$ cat config.mk
export PLATFORM = sky130hd
export DESIGN_NAME = mu0_datapath_hs
export DESIGN_NICKNAME = d
export VERILOG_FILES = /design/src/rtl/mu0_datapath_hs.sv
export SDC_FILE = /design/constraint.sdc
export NUM_CORES = 1
export LEC_CHECK = 0
export CELL_PAD_IN_SITES_DETAIL_PLACEMENT = 1
export CELL_PAD_IN_SITES_GLOBAL_PLACEMENT = 2
export CORE_ASPECT_RATIO = 1.75
export CORE_MARGIN = 8
export CORE_UTILIZATION = 34
export DETAILED_ROUTE_END_ITERATION = 16
export PLACE_DENSITY_LB_ADDON = 0.05
export SETUP_SLACK_MARGIN = 0.15
export SKIP_CTS_REPAIR_TIMING = 1
export SYNTH_ARGS = -nofsm -noshare
export SYNTH_HDL_FRONTEND = slang
export SYNTH_SLANG_ARGS = --single-unit
$ cat constraint.sdc
create_clock -name clk -period 4.7 [get_ports clk]
set_input_delay 0.705 -clock clk [delete_from_list [all_inputs] [get_ports clk]]
set_output_delay 0.705 -clock clk [all_outputs]
set_load 0.005 [all_outputs]
$ cat src/rtl/mu0_datapath_hs.sv
// MU0 datapath (PC/IR/ACC/MDR, ALU, X/Y/A muxes, Z/N flags) with a req/ack memory bus engine.
// Define MU0_DP_TIMEOUT_EN to abort a REQ cycle that sees no ack within TIMEOUT cycles (bus_err).
module mu0_datapath_hs #(
  parameter int DATA_W  = 16,
  parameter int ADDR_W  = 12,
  parameter int TIMEOUT = 64
) (
  input  logic              clk,
  input  logic              reset,
  input  logic [1:0]        M,
  input  logic              Xsel,
  input  logic              Ysel,
  input  logic              Asel,
  input  logic              PCen,
  input  logic              IRen,
  input  logic              ACCen,
  input  logic              mem_start,
  input  logic              mem_wr,
  output logic              mem_busy,
  output logic              mem_done,
  output logic              mem_req,
  output logic              mem_we,
  output logic [ADDR_W-1:0] mem_addr,
  output logic [DATA_W-1:0] mem_wdata,
  input  logic [DATA_W-1:0] mem_rdata,
  input  logic              mem_ack,
  output logic [DATA_W-1:0] acc,
  output logic [DATA_W-1:0] ir,
  output logic [DATA_W-1:0] pc,
  output logic [DATA_W-1:0] mdr,
  output logic              flag_z,
  output logic              flag_n,
  output logic              bus_err
);

  localparam logic [1:0] ST_IDLE = 2'd0;
  localparam logic [1:0] ST_REQ  = 2'd1;
  localparam logic [1:0] ST_DONE = 2'd2;

  localparam logic [DATA_W-1:0] ONE = DATA_W'(1);

  if ((ADDR_W > DATA_W) || (DATA_W < 8) || (TIMEOUT < 1)) begin : g_param_check
    $error("mu0_datapath_hs: invalid DATA_W/ADDR_W/TIMEOUT");
  end

  // Wrapping ALU: no carry out, X+1 at all-ones rolls to zero.
  function automatic logic [DATA_W-1:0] alu_op(input logic [1:0] m,
                                               input logic [DATA_W-1:0] x,
                                               input logic [DATA_W-1:0] y);
    case (m)
      2'b00:   alu_op = y;
      2'b01:   alu_op = x + y;
      2'b10:   alu_op = x + ONE;
      default: alu_op = x - y;
    endcase
  endfunction

  logic [1:0]        state;
  logic [DATA_W-1:0] alu_x;
  logic [DATA_W-1:0] alu_y;
  logic [DATA_W-1:0] alu_z;
  logic              tmo_abort;

  assign alu_x = Xsel ? acc : pc;
  assign alu_y = Ysel ? mdr : ir;
  assign alu_z = alu_op(M, alu_x, alu_y);

  // Architectural registers load on their enables regardless of bus activity.
  always_ff @(posedge clk or posedge reset) begin
    if (reset) begin
      pc     <= '0;
      ir     <= '0;
      acc    <= '0;
      flag_z <= 1'b1;
      flag_n <= 1'b0;
    end else begin
      if (PCen) pc <= alu_z;
      if (IRen) ir <= mdr;
      if (ACCen) begin
        acc    <= alu_z;
        flag_z <= (alu_z == '0);
        flag_n <= alu_z[DATA_W-1];
      end
    end
  end

  // Only a read that is acknowledged during REQ updates mdr.
  always_ff @(posedge clk or posedge reset) begin
    if (reset) begin
      mdr <= '0;
    end else if ((state == ST_REQ) && mem_ack && !mem_we) begin
      mdr <= mem_rdata;
    end
  end

  // Bus engine: address, data and direction are captured at start and held for the whole REQ phase.
  always_ff @(posedge clk or posedge reset) begin
    if (reset) begin
      state     <= ST_IDLE;
      mem_req   <= 1'b0;
      mem_we    <= 1'b0;
      mem_addr  <= '0;
      mem_wdata <= '0;
    end else begin
      case (state)
        ST_IDLE: begin
          if (mem_start) begin
            state     <= ST_REQ;
            mem_req   <= 1'b1;
            mem_we    <= mem_wr;
            mem_addr  <= Asel ? ir[ADDR_W-1:0] : pc[ADDR_W-1:0];
            mem_wdata <= acc;
          end
        end
        ST_REQ: begin
          if (mem_ack || tmo_abort) begin
            state   <= ST_DONE;
            mem_req <= 1'b0;
          end
        end
        ST_DONE: state <= ST_IDLE;
        default: state <= ST_IDLE;
      endcase
    end
  end

  assign mem_busy = (state != ST_IDLE);
  assign mem_done = (state == ST_DONE);

`ifdef MU0_DP_TIMEOUT_EN
  localparam int CNT_W = (TIMEOUT < 2) ? 1 : $clog2(TIMEOUT);
  localparam logic [CNT_W-1:0] CNT_LAST = CNT_W'(TIMEOUT - 1);

  logic [CNT_W-1:0] req_cnt;
  logic             err_q;

  // Ack is checked first in the FSM, so an ack on the limit cycle completes normally.
  assign tmo_abort = (state == ST_REQ) && (req_cnt == CNT_LAST);

  always_ff @(posedge clk or posedge reset) begin
    if (reset) begin
      req_cnt <= '0;
    end else if (state != ST_REQ) begin
      req_cnt <= '0;
    end else begin
      req_cnt <= req_cnt + 1'b1;
    end
  end

  always_ff @(posedge clk or posedge reset) begin
    if (reset) begin
      err_q <= 1'b0;
    end else if (tmo_abort && !mem_ack) begin
      err_q <= 1'b1;
    end else if (state == ST_DONE) begin
      err_q <= 1'b0;
    end
  end

  assign bus_err = mem_done && err_q;
`else
  assign tmo_abort = 1'b0;
  assign bus_err   = 1'b0;
`endif

endmodule

==> run summary, run 1 <==
initial antenna violation count - 0
Post-DP Area - 0.007099 mm^2
CTS H-tree depth - 3
vias per cell - 5.324
Max VDD drop - 0.2744 mV
clock skew - 0.01156 ns
CP endpoint kind - flop
Routed WL per cell - 20.95 um
vias in the first global route - 5,058
Initial Util - 34.30%
CP Cell Sequence - clkdlybuf4s50_1 -> inv_1 -> ha_4 -> nor2b_2 -> o21ai_0 -> ha_1 -> inv_1 -> fa_1 -> nor2b_1 -> o31a_1 -> o211ai_2 -> a31oi_1 -> a21o_1 -> mux2_1 -> nor2_1 -> a41o_1
clk root buf - clkbuf_16
Die Y - 185.2 um
largest net degree at the start of global routing - 70
max_cap viols - 0
FP Rows - 62
GR Util All Layers - 17.44%
Port Buffers - 126
required time of the critical path - 4.99 ns
fraction of layout cells with a size suffix above 1 - 22.11%
critical path class - in2reg
register area share after synthesis - 43.67%
worst r2r src - ir[3]
P_sw - 2.409 mW
top post-synthesis cells by count - dfrtp_1, mux2_2, nor2_1, a21oi_1, mux2i_1
clock sinks - 97
cell taking the most area after synthesis - dfrtp_1
startpoint types - primary input
core area - 0.01621 mm^2
unrepaired setup endpoints after global routing - no
Seq cells post-synth - 97
Syn Area/Cell - 10.57 um^2
CP Max Fanout - 12
fin area - 0.007556 mm^2
first-pass GRT wire length - 28.40 mm
sw frac - 40.14%
die area - 0.02087 mm^2
multi-input combinational cell area - 0.003065 mm^2
Final period util - 91.31%
Post-DP HPWL - 13.91 mm
Design Power - 6.002 mW
ANT cells - 0
Max stage delay on crit path - 0.51 ns
CTS tree - yes
CP max-delay cell - clkdlybuf4s50_1
Layout area overhead - 35.86%
crit path DAT - 4.59 ns
count leader, synth - dfrtp_1
1st-iter DRT viols - 103
Fmax - 233.0 MHz
grt ovf - 0
post-synth top area share - 43.19%
Post-Syn Instances - 526
end point of the worst hold path - state[0]
Max Root-Sink Buffers - 2
Ports - 128
dpl ws - -0.1247 ns
power share of the clock group - 12.5%
TritonRoute pass-1 iters - 4
Static Leak - 3.159 nW
FILL cells - 1,782
Worst Min Path Start - state[1]
status - finished, final reports clean
Net count, final - 709
synth top area cells - dfrtp_1, mux2_2, mux2i_1
Post-synth EDFFs - 0
worst hold stages - 1
antenna-violating nets left - 0
most frequent CP cell - inv_1
Reg-to-Reg End - flag_z
share of flip-flops with an asynchronous set or reset - 100.0%
Clk Latency, worst-skew pair - 0.35 ns
r2r worst-path depth - 14
drt total wl - 17.95 mm
Final WS setup - 0.4086 ns
clock buffer count from CTS - 9
FF+latch area - 0.002429 mm^2
crit path time final - 4.291 ns
drt drc - 0
Pint - 3.593 mW
Final Wtd Congestion - 0.8021
relative max-transition margin - 21.24%
mapped cell area - 0.005562 mm^2
logic gate share of total power - 59.4%
via count - 4,563
PwrDens - 794.3 mW/mm^2
Reg power frac - 28.0%
Worst Tran Pin Value - 1.179 ns
prevailing post-synth register cell - dfrtp_1
syn nets - 575
reg2reg setup slack - 0.96 ns
synth warn - 0
CTS clk-pin slew, worst paths - 0.07 ns
Slew Viols, Final - 0
Total Neg Setup Slack - 0 ns
number of setup violations in the final report - 0
Fin. Hold Viols - 0
HP Class - reg2reg
final core occ - 46.60%
die span in x - 112.7 um
Yosys cell types - 65
[sequential cells by signal, indices dropped and copies added, names as in the netlist]
name,count
ir,16
mem_we,1
acc,16
mdr,16
pc,16
state,2
flag_z,1
mem_addr,12
mem_wdata,16
mem_req,1
[critical path: cells and delay by family]
kind / cells / cell delay (ns)
adders and majority gates: 3 / 0.96
buffers and inverters: 3 / 0.68
and+or+nand+nor: 3 / 0.62
muxes: 1 / 0.31
AOI/OAI and AO/OA: 6 / 1.28
[through the flow]
stage	std cells	hold WS, ns
floorplan	526	0.4183
global placement	836	0.4280
detailed placement	836	0.4505
CTS	852	0.4581
global route	857	0.4920
finish	857	0.4518
[layout by cell type (no fill, tap or decap), drive strengths merged, types with 4 or more instances in the layout]
cell,count
buf,23
inv,15
a21o,6
mux2,81
mux2i,30
o21ai,16
nor3,14
o21a,5
nor3b,6
ha,19
dfrtp,96
clkbuf,12
clkdlybuf4s50,125
o211ai,6
nand3,9
o22ai,5
nor2b,5
a21oi,46
nor2,62
or2,4
xor2,6
nand2,18
[power by group through the flow]
stage | sequential, mW | clock, mW | combinational (mW)
finish | 1.68 | 0.753 | 3.57
detailed placement | 1.69 | 0 | 3.47
CTS | 1.68 | 0.777 | 3.49
global placement | 1.67 | 0 | 3.38
global route | 1.76 | 0.801 | 3.90
floorplan | 1.60 | 0 | 1.88
[cells by family (layout without fill, tap and decap cells)]
logic type      Yosys count  count (layout)  synth area share (%)
simple gates            137             137                 11.95
compound gates          111             111                 13.07
mux                     111             111                 22.00
flops                    97              97                 43.67
buf+inv                  40             179                 3.194
fa+ha+maj                20              20                 4.634
xor+xnor                  9               9                 1.417
other cells               1               1               0.06743
[area by class of cell]
cell class / count / share of cell area, %
Clock buffer: 11 / 3.080
Clock inverter: 5 / 0.8445
Inverter: 13 / 0.6789
Multi-Input combinational cell: 389 / 40.57
Sequential cell: 97 / 32.14
Tap cell: 192 / 3.179
Timing Repair Buffer: 150 / 19.51
[worst max-delay path by stage]
stage | slack [ns] | endpoint | start
after floorplan | 0.81 | flag_z | Ysel
after global placement | 0.03 | flag_z | M[0]
after detailed placement | -0.12 | flag_z | M[0]
after CTS | 0.21 | flag_z | M[1]
after global routing | 0.21 | flag_z | M[0]
final | 0.41 | flag_z | M[0]
[routing by layer]
layer / track usage, % / part of all wire [%]
met1: 19.74 / 41
met2: 31.67 / 53
met3: 3.885 / 4.0
met4: 5.483 / 2.1
met5: 0 / 0
Power figures use the tool's default switching activity.
==> run 2: changes to the inputs <==
--- a/config.mk
+++ b/config.mk
@@ -7,7 +7,6 @@
 export LEC_CHECK = 0
 export CELL_PAD_IN_SITES_DETAIL_PLACEMENT = 1
 export CELL_PAD_IN_SITES_GLOBAL_PLACEMENT = 2
-export CORE_ASPECT_RATIO = 1.75
 export CORE_MARGIN = 8
 export CORE_UTILIZATION = 34
 export DETAILED_ROUTE_END_ITERATION = 16
==> run 2 against run 1 <==
Against the previous run:
- non-clock buffer count shrank 5
- utilization grew 0.068 points
- combinational power shrank 5%
- clock skew shrank 0.0022 ns
- worst hold slack lost 0.0070 ns
- sequential share of layout area grew 0.50 points
- global-route usage is essentially flat
- first-iteration DRC count grew 65%
- maximum frequency shrank 0.76%
- sequential power is essentially flat
- wire length shrank 2.5%
- die area shrank 0.77%
- critical endpoint unchanged
==> run summary, run 2 (synthesis results as in run 1) <==
ANT cells - 0
startpoint types - primary input
Post-DP Area - 0.007129 mm^2
WHS - 0.4448 ns
clk root buf - clkbuf_16
vias in the first global route - 4,879
Fmax - 231.3 MHz
clock skew - 0.009368 ns
Initial Util - 34.88%
Final period util - 92.01%
Final Wtd Congestion - 0.8559
initial antenna violation count - 0
fraction of layout cells with a size suffix above 1 - 20.30%
1st-iter DRT viols - 170
Routed WL per cell - 19.99 um
first-pass GRT wire length - 27.55 mm
Ports - 128
Slew Viols, Final - 0
number of setup violations in the final report - 0
dpl ws - -0.02151 ns
HP Class - reg2reg
r2r worst-path depth - 14
die area - 0.02071 mm^2
PwrDens - 782.0 mW/mm^2
required time of the critical path - 5.01 ns
GR Util All Layers - 17.42%
Total Neg Setup Slack - 0 ns
drt total wl - 17.51 mm
CP Max Fanout - 23
Post-DP HPWL - 13.67 mm
fin area - 0.007441 mm^2
clock sinks - 97
worst hold stages - 1
status - finished, final reports clean
placed cell count - 860
FP Rows - 46
clock buffer count from CTS - 9
antenna-violating nets left - 0
Max Root-Sink Buffers - 2
most frequent cells in the layout - clkdlybuf4s50_1, dfrtp_1, mux2_2
drt drc - 0
via count - 4,551
die span in x - 143.9 um
grt ovf - 0
Layout area overhead - 33.79%
crit path time final - 4.324 ns
fin cells - 876
core area - 0.01594 mm^2
Final WS setup - 0.3757 ns
CTS tree - yes
relative max-transition margin - 29.24%
most common cell after layout, fill and taps aside - clkdlybuf4s50_1
CTS clk-pin slew, worst paths - 0.07 ns
Port Buffers - 126
crit path DAT - 4.63 ns
largest net degree at the start of global routing - 43
critical path class - in2reg
Static Leak - 3.128 nW
vias per cell - 5.195
Max stage delay on crit path - 0.45 ns
Worst Tran Pin Value - 1.059 ns
Max VDD drop - 0.3070 mV
CTS H-tree depth - 3
Die Y - 143.9 um
TritonRoute pass-1 iters - 6
CP Cell Sequence - clkdlybuf4s50_1 -> buf_12 -> nor3b_2 -> o211a_1 -> a41o_1 -> nor2b_1 -> mux2i_1 -> o221ai_1 -> ha_1 -> or3_1 -> a211oi_2 -> nor3_1 -> nor3_2 -> mux2i_1 -> o221a_1 -> a41o_1
unrepaired setup endpoints after global routing - no
max_cap viols - 0
Clk Latency, worst-skew pair - 0.36 ns
CP max-delay cell - clkdlybuf4s50_1
Net count, final - 704
Fin. Hold Viols - 0
CP endpoint kind - flop
-- run 2: changes by cell type in the layout (fill, tap and decap cells not counted), moves of 2 or more --
cell / before / now
buf_4: 22 / 18
ha_4: 2 / 0
mux2i_2: 4 / 1
ha_1: 17 / 19
mux2i_4: 2 / 0
clkinv_2: 0 / 2
mux2i_1: 24 / 29
clkbuf_1: 2 / 0
-- run 2: where the power goes --
| group | switching, mW | leakage, nW | internal [mW] |
|---|---|---|---|
| Sequential | 0.419 | 1.11 | 1.25 |
| Combinational | 1.55 | 1.87 | 1.83 |
| Clock | 0.353 | 0.148 | 0.419 |
| Total | 2.32 | 3.13 | 3.50 |
-- run 2: worst max-delay path: cells and delay by family --
kind                       cells  cell delay (ns)
and+or+nand+nor                5             1.09
AOI/OAI and AO/OA              6             1.53
muxes                          2             0.39
buffers and inverters          2             0.64
adders and majority gates      1             0.27
-- run 2: layout make-up --
type	count	area (um^2)
fill	1759	8502
multi-input combinational	389	2973
sequential	97	2429
timing repair buffer	145	1416
tap	216	270.3
clock buffer	9	225.2
clock inverter	7	76.32
inverter	13	51.30
-- run 2: worst paths after layout --
path / start / end / slack [ns]
min in group asynchronous: reset / mem_addr[0] / 0.68
worst max-delay path: Ysel / flag_z / 0.38
max in group asynchronous: reset / flag_z / 3.17
worst max register to register: mdr[3] / flag_z / 0.99
worst min register to register: state[1] / state[0] / 0.44
worst min-delay path: state[1] / state[0] / 0.44
-- run 2: per-layer routing --
metal  track usage (%)  part of all wire (%)
met5                 0                     0
met4             5.423                   1.4
met3             3.981                   4.2
met2             31.54                    52
met1             19.84                    42
-- run 2: through the flow --
stage / util [%] / power (mW)
2_1_floorplan: - / 3.481
3_3_place_gp: 44.72 / 5.001
3_5_place_dp: 44.72 / 5.111
4_1_cts: 46.61 / 5.916
5_1_grt: 46.67 / 6.282
6_report: 46.67 / 5.818
